--- src/rtl/sram_req_arbiter.sv ---
// -----------------------------------------------------------------------------
// sram_req_arbiter
//
// Shares one SRAM-like memory port between the instruction-fetch requester and
// the data requester. Accepted transactions are tracked in order in a small
// owner FIFO so that each in-order response is routed back to its requester.
// A fetch-cancel pulse marks every outstanding fetch as discarded so that its
// response is consumed silently (used when an exception redirects the PC).
//
// Ports
//   clk, reset                      clock (rising edge), async active-high reset
//   inst_req/wr/size/addr/wdata     fetch-side request
//   inst_addr_ok, inst_data_ok      fetch request accepted / response valid
//   inst_rdata                      fetch response data
//   inst_cancel                     discard all outstanding fetch responses
//   data_req/wr/size/addr/wdata     data-side request
//   data_addr_ok, data_data_ok      data request accepted / response valid
//   data_rdata                      data response data
//   m_req/wr/size/addr/wdata        downstream request
//   m_addr_ok, m_data_ok, m_rdata   downstream accept / in-order response
// -----------------------------------------------------------------------------
module sram_req_arbiter #(
    parameter int OUTSTANDING = 2
) (
    input  logic        clk,
    input  logic        reset,
    input  logic        inst_req,
    input  logic        inst_wr,
    input  logic [1:0]  inst_size,
    input  logic [31:0] inst_addr,
    input  logic [31:0] inst_wdata,
    output logic        inst_addr_ok,
    output logic        inst_data_ok,
    output logic [31:0] inst_rdata,
    input  logic        inst_cancel,
    input  logic        data_req,
    input  logic        data_wr,
    input  logic [1:0]  data_size,
    input  logic [31:0] data_addr,
    input  logic [31:0] data_wdata,
    output logic        data_addr_ok,
    output logic        data_data_ok,
    output logic [31:0] data_rdata,
    output logic        m_req,
    output logic        m_wr,
    output logic [1:0]  m_size,
    output logic [31:0] m_addr,
    output logic [31:0] m_wdata,
    input  logic        m_addr_ok,
    input  logic        m_data_ok,
    input  logic [31:0] m_rdata
);

    localparam int PTR_W = (OUTSTANDING > 1) ? $clog2(OUTSTANDING) : 1;
    localparam int CNT_W = $clog2(OUTSTANDING) + 1;

    localparam logic OWN_INST = 1'b0;
    localparam logic OWN_DATA = 1'b1;

    // A request that was presented but not yet accepted keeps the port locked
    // to its owner so the downstream sees a stable request.
    typedef enum logic [1:0] {
        LOCK_NONE = 2'd0,
        LOCK_INST = 2'd1,
        LOCK_DATA = 2'd2
    } lock_t;

    lock_t                  lock_state, lock_next;
    logic                   last_grant;
    logic [CNT_W-1:0]       count;
    logic [PTR_W-1:0]       wptr, rptr;
    logic [OUTSTANDING-1:0] fifo_owner;
    logic [OUTSTANDING-1:0] fifo_cncl;

    logic full;
    logic any_req;
    logic gnt_owner;
    logic accept;
    logic pop;
    logic head_owner;
    logic head_cncl;

    function automatic logic [PTR_W-1:0] ptr_inc(input logic [PTR_W-1:0] p);
        if (p == PTR_W'(OUTSTANDING - 1))
            return '0;
        else
            return p + PTR_W'(1);
    endfunction

    assign full = (count == CNT_W'(OUTSTANDING));

    // Grant selection: a held lock wins, otherwise round-robin on a tie.
    always_comb begin
        gnt_owner = OWN_INST;
        any_req   = inst_req | data_req;
        case (lock_state)
            LOCK_INST: begin
                gnt_owner = OWN_INST;
                any_req   = 1'b1;
            end
            LOCK_DATA: begin
                gnt_owner = OWN_DATA;
                any_req   = 1'b1;
            end
            default: begin
                if (inst_req && data_req)
                    gnt_owner = ~last_grant;
                else if (data_req)
                    gnt_owner = OWN_DATA;
                else
                    gnt_owner = OWN_INST;
            end
        endcase
    end

    // Outputs are gated by reset so they drop the moment reset asserts,
    // even while a requester keeps its request high.
    assign m_req   = !reset && !full && any_req;
    assign m_wr    = (gnt_owner == OWN_DATA) ? data_wr    : inst_wr;
    assign m_size  = (gnt_owner == OWN_DATA) ? data_size  : inst_size;
    assign m_addr  = (gnt_owner == OWN_DATA) ? data_addr  : inst_addr;
    assign m_wdata = (gnt_owner == OWN_DATA) ? data_wdata : inst_wdata;

    assign accept       = m_req && m_addr_ok;
    assign inst_addr_ok = accept && (gnt_owner == OWN_INST);
    assign data_addr_ok = accept && (gnt_owner == OWN_DATA);

    // A fetch popped in the cancel cycle is already stale, so the live cancel
    // pulse suppresses it together with the stored flag.
    assign pop        = !reset && m_data_ok && (count != '0);
    assign head_owner = fifo_owner[rptr];
    assign head_cncl  = fifo_cncl[rptr] | inst_cancel;

    assign data_data_ok = pop && (head_owner == OWN_DATA);
    assign inst_data_ok = pop && (head_owner == OWN_INST) && !head_cncl;
    assign inst_rdata   = m_rdata;
    assign data_rdata   = m_rdata;

    always_comb begin
        lock_next = lock_state;
        if (accept)
            lock_next = LOCK_NONE;
        else if (m_req)
            lock_next = (gnt_owner == OWN_DATA) ? LOCK_DATA : LOCK_INST;
    end

    always_ff @(posedge clk or posedge reset) begin
        if (reset)
            lock_state <= LOCK_NONE;
        else
            lock_state <= lock_next;
    end

    always_ff @(posedge clk or posedge reset) begin
        if (reset) begin
            last_grant <= OWN_INST;
            count      <= '0;
            wptr       <= '0;
            rptr       <= '0;
            fifo_owner <= '0;
            fifo_cncl  <= '0;
        end else begin
            if (inst_cancel) begin
                for (int i = 0; i < OUTSTANDING; i++) begin
                    if (fifo_owner[i] == OWN_INST)
                        fifo_cncl[i] <= 1'b1;
                end
            end
            // The push comes after the cancel sweep so it overrides any stale
            // flag in the slot being reused.
            if (accept) begin
                fifo_owner[wptr] <= gnt_owner;
                fifo_cncl[wptr]  <= inst_cancel && (gnt_owner == OWN_INST);
                wptr             <= ptr_inc(wptr);
                last_grant       <= gnt_owner;
            end
            if (pop)
                rptr <= ptr_inc(rptr);
            case ({accept, pop})
                2'b10:   count <= count + CNT_W'(1);
                2'b01:   count <= count - CNT_W'(1);
                default: count <= count;
            endcase
        end
    end

endmodule

--- config.mk ---
export PLATFORM = sky130hd
export DESIGN_NAME = sram_req_arbiter
export DESIGN_NICKNAME = d
export VERILOG_FILES = /design/src/rtl/sram_req_arbiter.sv
export SDC_FILE = /design/constraint.sdc
export NUM_CORES = 1
export LEC_CHECK = 0
export ABC_AREA = 1
export CORE_AREA = 2 2 121 123
export CTS_BUF_LIST = sky130_fd_sc_hd__clkbuf_16
export DETAILED_ROUTE_END_ITERATION = 8
export DIE_AREA = 0 0 123 125
export GPL_ROUTABILITY_DRIVEN = 0
export RECOVER_POWER = 50
export SYNTH_ARGS = -nofsm -noshare
export SYNTH_HDL_FRONTEND = slang
export SYNTH_SLANG_ARGS = --single-unit
--- constraint.sdc ---
create_clock -name clk -period 2.2 [get_ports clk]
set_input_delay 0.33 -clock clk [delete_from_list [all_inputs] [get_ports clk]]
set_output_delay 0.33 -clock clk [all_outputs]
set_load 0.02 [all_outputs]
==> impl_metrics.yaml <==
worst_setup_path:
  critPathKind: "in -> out"
  critPathRequiredTime_ps: 1870
  crit_arrival_ps: 1760
  end_kind: "output pin"
  crit_path_start_kind: "input pin"
  path_max_fanout: 4
floorplanning:
  ios: 309
  die_w_um: 123
  coreArea_um2: 14200
  chipHeight_um: 125
  dieArea_um2: 15400
  row_count: 44
  start_util: 0.146
clock_network:
  numCtsBuffers: 3
  clockRootBuffer: "clkbuf_16"
  clock_latency_ps: 240
  htreeDepth: 1
  clockBufferDepth: 2
  cts_tree: "yes"
  clk_pin_slew_worst_paths_ps: 40
  cts_hold_buf: 0
  cts_sinks: 11
synthesis:
  async_reset_ff_frac: 1.00
  synthCells: 368
  synthFlopType: "dfrtp_1"
  syn_area_per_cell_um2: 5.65
  yosysTopAreaCell: "nand2_1"
  synth-seq-area-share: 0.132
  netlist_area_um2: 2080
  synth_warnings: 0
  synthTopCellsByCount: "nand2_1 (160), buf_4 (72), nand3_1 (70)"
  post_synth_num_cell_types: 24
  yosysTopAreaCellShare: 0.289
  syn_nets: 543
  ys_ff_latch: 11
  synth_edf_count: 0
  yosys-top-cells-area: "nand2_1 (29%), buf_4 (26%), nand3_1 (17%)"
  synth.most_common_cell: "nand2_1"
cells_and_area:
  areaGrowthSynthToFinish_pct: 85.9
  fin_nets: 694
  layout-drive-gt1-share: 0.195
  final_cells: 702
  diodes: 0
job:
  cap_violations: 0
placement:
  placed_cells: 696
  place_hpwl_um: 6810
  post-place-ws_ps: -288
  port_buffers: 212
sta:
  fin_crit_ps: 2090
  finalCritPeriodShare: 0.952
  max_freq_mhz: 478
  tightest_slew_ps: 435
  skew_ps: 2.00
  rsz0062_at_grt: "no"
  fin_ws_ps: 107
  finalMaxSlewViolations: 0
  setup_viol: 0
  maxSlewHeadroom: 0.710
  finalHoldViolations: 0
outcome:
  outcome: "completed"
drt:
  routedWlPerCell_um: 12.6
  ant_nets: 0
  via_per_inst: 3.93
  drt_iter0_drc: 65
  wl_um: 8870
  num_vias: 2762
  drtPass1Iterations: 4
  drc: 0
global_routing:
  grt_max_degree: 38
  grt_pass1_vias: 2627
  antenna_found_initial: 0
  grt_pass1_wl_um: 13000
  grtUsageTotal: 0.105
  gr-total-overflow: 0
power_and_ir_drop:
  ir_worst_vdd_v: 0.000416
  p_leak_nw: 1.96
  p_per_area_nw_per_um2: 1280
worst_hold_path:
  hold_class: "in -> async"
==> worst max-delay path, cell delays in order <==
cell	delay, ps
clkdlybuf4s50_1	420
inv_1	120
nand3_1	130
a21oi_1	150
clkdlybuf4s50_1	620
==> area by class of cell <==
cell class / count / area, um2
Timing Repair Buffer: 232 / 2040
Fill cell: 1636 / 10300
Clock inverter: 1 / 3.75
Tap cell: 184 / 230
Inverter: 12 / 45.0
Clock buffer: 3 / 75.1
Sequential cell: 11 / 275
Multi-Input combinational cell: 259 / 1200
==> report_power, final <==
group          total (mW)  internal [mW]  switching [mW]
clock               0.330          0.239          0.0912
combinational        4.24           1.63            2.61
sequential          0.381          0.299          0.0819
==> cells in the final DEF, fill, tap and decap left out <==
cell type          n
nor2_2             3
buf_16             2
o21ai_1            1
nand3_4            2
xnor2_1            1
a21oi_4            1
buf_4              9
clkbuf_1           3
clkbuf_2          42
o21ai_0            5
nand2_8            1
nor3_1             1
ha_4               1
inv_1             11
o21bai_1           1
ha_1               1
nand4_1            2
nand2_1          159
nand3_1           69
clkbuf_16          4
buf_2             27
buf_12             5
nand3_2            1
dlymetal6s2s_1     1
dlygate4sd2_1      1
clkdlybuf4s50_1  141
a21oi_1            2
xor2_1             2
nand2_2            1
nor2_1             5
dfrtp_1           11
inv_2              2
==> cell families (layout without fill, tap and decap cells) <==
| logic type | after synthesis | after routing | share of synthesized area |
|---|---|---|---|
| fa+ha+maj | 2 | 2 | 0.0120 |
| buf+inv | 98 | 248 | 0.312 |
| flops | 11 | 11 | 0.132 |
| compound gates | 10 | 10 | 0.0307 |
| xor+xnor | 3 | 3 | 0.0126 |
| simple gates | 244 | 244 | 0.500 |
==> final timing paths <==
kind | startpoint | to | slack [ps] | depth (start not counted)
worst max-delay path | reset | data_data_ok | 110 | 5
worst min register to register | last_grant | last_grant | 500 | 2
worst max register to register | lock_state[0] | count[1] | 160 | 11
min in group clk | last_grant | last_grant | 500 | 2
worst min-delay path | reset | count[1] | 480 | 3
max in group asynchronous | reset | fifo_owner[0] | 1330 | 3
==> registers in the layout (all words and copies together), names as in the netlist <==
| register | count |
|---|---|
| last_grant | 1 |
| fifo_cncl | 2 |
| count | 2 |
| wptr | 1 |
| rptr | 1 |
| lock_state | 2 |
| fifo_owner | 2 |
==> stage by stage <==
step	util	hold WS [ps]	instance area, um2	total power [mW]	TNS [ps]
floorplan	-	197	2080	3.02	0
global placement	0.284	470	4040	5.07	-15750
detailed placement	0.284	473	4040	5.06	-15320
CTS	0.294	463	4180	5.23	0
global route	0.272	515	3860	5.41	0
finish	0.272	479	3860	4.95	0
==> layer usage <==
layer / share of wire / global-route usage / vias to the layer above
li1: - / - / 1398
met2: 0.46 / 0.178 / 172
met4: 0.020 / 0.0247 / 0
met5: 0 / 0 / -
met3: 0.14 / 0.0484 / 28
met1: 0.38 / 0.119 / 1164
==> what timing repair did <==
| item | 4_1_cts | 5_1_grt |
|---|---|---|
| gates resized for setup | 142 | 101 |
| pin swaps | 1 | 1 |
| setup endpoints to repair | 70 | 70 |
| gates cloned | 1 | 1 |
| buffers inserted | 0 | 0 |
Power figures use the tool's default switching activity.
